### src/rtl/ysyx_22040386_pkg.sv
// Shared types and constants for the IF/MEM memory-port arbiter.
package ysyx_22040386_pkg;

  localparam int unsigned XLEN   = 64;
  localparam int unsigned MASK_W = XLEN / 8;
  localparam int unsigned CNT_W  = 4;

  typedef enum logic [1:0] {
    IDLE  = 2'd0,
    ISSUE = 2'd1,
    WAIT  = 2'd2
  } arb_state_e;

  typedef enum logic {
    OWN_IF  = 1'b0,
    OWN_MEM = 1'b1
  } arb_owner_e;

endpackage

### src/rtl/ysyx_22040386_arb_prio.sv
// Combinational grant: MEM has priority unless IF has been passed over
// STARVE_LIMIT times in a row while waiting.
module ysyx_22040386_arb_prio
  import ysyx_22040386_pkg::*;
#(
  parameter int unsigned STARVE_LIMIT = 3
) (
  input  logic             if_valid,
  input  logic             mem_valid,
  input  logic [CNT_W-1:0] starve_cnt,
  output logic             grant_if,
  output logic             grant_mem
);

  localparam logic [CNT_W-1:0] LIMIT = CNT_W'(STARVE_LIMIT);

  always_comb begin
    grant_mem = mem_valid && !(if_valid && (starve_cnt == LIMIT));
    grant_if  = if_valid && !grant_mem;
  end

endmodule

### src/rtl/ysyx_22040386_mem_arbiter.sv
// Shares one memory bus between IF fetch and MEM load/store, one
// transaction outstanding, responses routed back to the owner.
module ysyx_22040386_mem_arbiter
  import ysyx_22040386_pkg::*;
#(
  parameter int unsigned STARVE_LIMIT = 3
) (
  input  logic              i_ARB_clk,
  input  logic              i_ARB_rst,
  input  logic              i_if_req_valid,
  output logic              o_if_req_ready,
  input  logic [XLEN-1:0]   i_if_addr,
  output logic              o_if_rsp_valid,
  output logic [XLEN-1:0]   o_if_rsp_data,
  input  logic              i_mem_req_valid,
  output logic              o_mem_req_ready,
  input  logic              i_mem_req_wen,
  input  logic [XLEN-1:0]   i_mem_addr,
  input  logic [XLEN-1:0]   i_mem_wdata,
  input  logic [MASK_W-1:0] i_mem_wmask,
  output logic              o_mem_rsp_valid,
  output logic [XLEN-1:0]   o_mem_rsp_data,
  output logic              o_bus_req_valid,
  input  logic              i_bus_req_ready,
  output logic              o_bus_req_wen,
  output logic [XLEN-1:0]   o_bus_addr,
  output logic [XLEN-1:0]   o_bus_wdata,
  output logic [MASK_W-1:0] o_bus_wmask,
  input  logic              i_bus_rsp_valid,
  input  logic [XLEN-1:0]   i_bus_rsp_data,
  output logic              o_busy
);

  localparam logic [CNT_W-1:0] LIMIT = CNT_W'(STARVE_LIMIT);

  arb_state_e       state_q, state_d;
  arb_owner_e       owner_q;
  logic [CNT_W-1:0] starve_cnt, starve_d;
  logic             gnt_if_raw, gnt_mem_raw;
  logic             accept_if, accept_mem;
  logic             rsp_fire;

  ysyx_22040386_arb_prio #(
    .STARVE_LIMIT(STARVE_LIMIT)
  ) u_prio (
    .if_valid  (i_if_req_valid),
    .mem_valid (i_mem_req_valid),
    .starve_cnt(starve_cnt),
    .grant_if  (gnt_if_raw),
    .grant_mem (gnt_mem_raw)
  );

  // Readies are gated by reset so every output reads 0 while reset is held.
  always_comb begin
    accept_if  = (state_q == IDLE) && !i_ARB_rst && gnt_if_raw;
    accept_mem = (state_q == IDLE) && !i_ARB_rst && gnt_mem_raw;
    rsp_fire   = (state_q == WAIT) && i_bus_rsp_valid;
    state_d    = state_q;
    starve_d   = starve_cnt;

    case (state_q)
      IDLE:    if (accept_if || accept_mem) state_d = ISSUE;
      ISSUE:   if (i_bus_req_ready)         state_d = WAIT;
      WAIT:    if (i_bus_rsp_valid)         state_d = IDLE;
      default:                              state_d = IDLE;
    endcase

    if (accept_if) begin
      starve_d = '0;
    end else if (accept_mem) begin
      if (!i_if_req_valid)        starve_d = '0;
      else if (starve_cnt != LIMIT) starve_d = starve_cnt + 1'b1;
    end
  end

  assign o_if_req_ready  = accept_if;
  assign o_mem_req_ready = accept_mem;
  assign o_bus_req_valid = (state_q == ISSUE);
  assign o_busy          = (state_q != IDLE);

  always_ff @(posedge i_ARB_clk or posedge i_ARB_rst) begin
    if (i_ARB_rst) begin
      state_q    <= IDLE;
      starve_cnt <= '0;
    end else begin
      state_q    <= state_d;
      starve_cnt <= starve_d;
    end
  end

  always_ff @(posedge i_ARB_clk or posedge i_ARB_rst) begin
    if (i_ARB_rst) begin
      owner_q         <= OWN_IF;
      o_bus_req_wen   <= 1'b0;
      o_bus_addr      <= '0;
      o_bus_wdata     <= '0;
      o_bus_wmask     <= '0;
      o_if_rsp_valid  <= 1'b0;
      o_if_rsp_data   <= '0;
      o_mem_rsp_valid <= 1'b0;
      o_mem_rsp_data  <= '0;
    end else begin
      o_if_rsp_valid  <= rsp_fire && (owner_q == OWN_IF);
      o_mem_rsp_valid <= rsp_fire && (owner_q == OWN_MEM);

      if (rsp_fire) begin
        if (owner_q == OWN_IF) o_if_rsp_data  <= i_bus_rsp_data;
        else                   o_mem_rsp_data <= o_bus_req_wen ? '0 : i_bus_rsp_data;
      end

      if (accept_mem) begin
        owner_q       <= OWN_MEM;
        o_bus_req_wen <= i_mem_req_wen;
        o_bus_addr    <= i_mem_addr;
        o_bus_wdata   <= i_mem_wdata;
        o_bus_wmask   <= i_mem_req_wen ? i_mem_wmask : '0;
      end else if (accept_if) begin
        owner_q       <= OWN_IF;
        o_bus_req_wen <= 1'b0;
        o_bus_addr    <= i_if_addr;
        o_bus_wdata   <= '0;
        o_bus_wmask   <= '0;
      end
    end
  end

endmodule

### config.mk
export PLATFORM = sky130hd
export DESIGN_NAME = ysyx_22040386_mem_arbiter
export DESIGN_NICKNAME = d
export VERILOG_FILES = /design/src/rtl/ysyx_22040386_pkg.sv /design/src/rtl/ysyx_22040386_arb_prio.sv /design/src/rtl/ysyx_22040386_mem_arbiter.sv
export SDC_FILE = /design/constraint.sdc
export NUM_CORES = 1
export LEC_CHECK = 0
export ABC_AREA = 1
export BUFFER_PORTS_ARGS = -buffer_cell sky130_fd_sc_hd__buf_2
export CORE_AREA = 2 2 211 213
export CTS_BUF_LIST = sky130_fd_sc_hd__clkbuf_2
export DETAILED_ROUTE_END_ITERATION = 8
export DIE_AREA = 0 0 213 215
export PLACE_DENSITY = 0.55
export SYNTH_ARGS = -nofsm -noshare
export SYNTH_HDL_FRONTEND = slang
export SYNTH_SLANG_ARGS = --single-unit
export TNS_END_PERCENT = 30
### constraint.sdc
create_clock -name i_ARB_clk -period 11 [get_ports i_ARB_clk]
set_input_delay 0.55 -clock i_ARB_clk [delete_from_list [all_inputs] [get_ports i_ARB_clk]]
set_output_delay 0.55 -clock i_ARB_clk [all_outputs]
set_load 0.02 [all_outputs]
==> impl_metrics.py <==
metrics = {
    "outcome": {
        "status": "finished, final reports clean",
    },
    "sta": {
        "fin_skew_ns": 0.121,
        "min_period_ns": 3.99,
        "rsz0062_at_grt": "no",
        "timing.hold.ws_ns": 0.279,
        "hold_viol": 0,
        "relSlewSlack": 0.315,
        "maxSlewViolCount": 0,
        "setup_viol": 0,
        "max_freq_mhz": 251,
        "finalSetupTns_ns": 0,
        "worst_pin_slew_ns": 1.03,
        "fin_crit_sh": 0.363,
    },
    "routing": {
        "wirelength_mm": 45.9,
        "drc": 0,
        "vias_per_cell": 4.51,
        "wire_per_inst_um": 16.0,
        "first_pass_iters": 5,
        "drt.antenna.violating_nets": 0,
        "vias": 12900,
        "drt-initial-drc-count": 851,
    },
    "hold_path": {
        "min-delay-start": "i_mem_wdata[2]",
        "worstHoldPathType": "in2reg",
        "whs_path_depth": 4,
    },
    "floorplanning": {
        "start_util": 0.269,
        "die-height_um": 215,
        "num_io_pins": 542,
        "core_area_sq_um": 43600,
        "dieArea_sq_um": 45800,
        "row_count": 77,
        "die_w_um": 213,
    },
    "finish": {
        "final_layout_size_suffix_gt1_frac": 0.306,
        "final_cell_mix": "buf_2, nand2_1, nand3_1, dlygate4sd3_1, dfrtp_1",
        "final_common_cell": "buf_2",
        "multi_input_area_sq_um": 4120,
        "regArea_sq_um": 6860,
        "nets": 2489,
        "final_area_sq_um": 18300,
        "nFillCells": 4470,
        "syn_to_final_growth_pct": 56.4,
    },
    "power": {
        "vdd_drop_max_v": 0.000123,
        "powerDensity_nw_per_um2": 254,
        "p_leak_nw": 10.3,
        "power_mw": 4.66,
    },
    "logic_synthesis": {
        "synth_cell_types": 20,
        "syn_area_per_cell_sq_um": 8.35,
        "synthCells": 1404,
        "netlist_area_sq_um": 11700,
        "ys_ff_latch": 274,
        "synth_nets": 1676,
        "yosysSeqAreaShare": 0.585,
        "synth_warnings": 0,
    },
    "critical_path": {
        "timing.critical_path.from": "i_ARB_rst",
        "slowest_stage": "buf_4",
        "critPathKind": "in2reg",
        "reg2reg_depth": 11,
        "r2r_start": "starve_cnt[0]",
        "critPathMaxFanout": 82,
        "startpoint_type": "input pin",
        "worstPathCellList": "dlygate4sd3_1 > buf_2 > dlygate4sd3_1 > inv_8 > nand3_1 > nor2_4 > buf_4 > buf_4 > nand2_1 > nand3_1 > dlygate4sd3_1",
        "max_stage_delay_ns": 0.70,
        "arrival_ns": 4.86,
        "critPathRequiredTime_ns": 11.87,
        "critical_path.endpoint_type": "flop",
        "critPathMostFrequentCell": "dlygate4sd3_1",
    },
    "grt": {
        "grt_usage": 0.197,
        "grt_pass1_wl_mm": 71.1,
        "grt_pass1_vias": 13300,
        "grt.overflow.total": 0,
        "antenna_found_initial": 10,
        "grt_max_degree": 118,
    },
    "run": {
        "drv_cap": 0,
    },
    "clock_tree": {
        "path_clk_slew_ns": 0.11,
        "ctsRootBufferMaster": "clkbuf_2",
        "clk_latency_ns": 1.01,
        "cts_tree": "yes",
        "cts_max_level": 3,
        "numCtsBuffers": 77,
        "cts_buffer_depth": 3,
        "clkSinkCount": 274,
    },
    "placed_design": {
        "io_buffers": 541,
        "gp_congestion": 0.834,
        "dp_hpwl_mm": 29.4,
        "placed_area_sq_um": 14800,
    },
}
power breakdown:
part	leakage [nW]	total [mW]	switching, mW	internal (mW)
logic	6.29	2.19	1.41	0.784
registers	3.50	1.67	0.230	1.44
clock network	0.539	0.791	0.454	0.338
stage by stage:
step | std cells | utilization | setup WS (ns)
6_report | 2864 | 0.420 | 7.01
5_1_grt | 2863 | 0.420 | 6.73
4_1_cts | 2858 | 0.420 | 7.14
3_5_place_dp | 2450 | 0.339 | 7.68
3_3_place_gp | 2450 | 0.339 | 7.79
2_1_floorplan | 1404 | - | 2.75
Yosys cell counts, drive strengths merged:
cell / count / share of area
o211ai: 1 / 0.00064
o31ai: 1 / 0.00064
inv: 73 / 0.023
o21ai: 69 / 0.029
buf: 69 / 0.033
nand3: 283 / 0.12
xnor2: 1 / 0.00075
ha: 1 / 0.0011
nand2: 527 / 0.17
dfrtp: 274 / 0.58
a21oi: 1 / 0.00043
clkbuf: 32 / 0.010
xor2: 1 / 0.00075
nor2: 71 / 0.024
critical path: cells and delay by family:
kind	cells	cell delay, ns
simple gates	4	0.65
buf+inv	7	3.56
final timing paths:
check	end	slack (ns)
setup / recovery	o_bus_addr[12]	7.01
hold / removal	o_bus_wdata[2]	0.28
setup reg to reg	o_bus_addr[12]	7.66
hold reg to reg	o_if_rsp_data[32]	0.48
max in group asynchronous	o_if_rsp_data[14]	8.68
min in group asynchronous	o_bus_wdata[15]	0.81
cell type report:
cell class	count	area share
Tap cell	592	0.0404
Antenna cell	6	0.000819
Clock inverter	17	0.00826
Multi-Input combinational cell	956	0.225
Clock buffer	111	0.0303
Inverter	73	0.0154
Timing Repair Buffer	835	0.306
Sequential cell	274	0.374
registers in the layout, summed over array words and instances (netlist names), 2 cells and up:
register        count
o_bus_addr         64
o_bus_wdata        64
o_if_rsp_data      64
o_mem_rsp_data     64
o_bus_wmask         8
starve_cnt          4
state_q             2
repair_timing:
item                       in CTS  in global routing
resized for setup               0                  0
hold buffers                  280                  0
hold endpoints to repair      350                  0
setup endpoints to repair       0                  0
setup buffers                   0                  0
cell families (layout without fill, tap and decap cells):
group	count (synthesis)	in the layout	synth area share
adder cells (fa/ha/maj)	1	1	0.00107
other	0	6	0
flip-flops	274	274	0.585
AND/OR/NAND/NOR	881	881	0.315
AO/OA/AOI/OAI	72	72	0.0312
XOR/XNOR	2	2	0.00149
buffers and inverters	174	1036	0.0663
metal layers:
metal	vias up	track usage	part of all wire
met5	-	0	0.0010
met2	557	0.326	0.47
met4	8	0.105	0.040
li1	6132	-	-
met1	6104	0.225	0.39
met3	105	0.0658	0.091
Note: power is estimated with default switching activity, not from simulation.
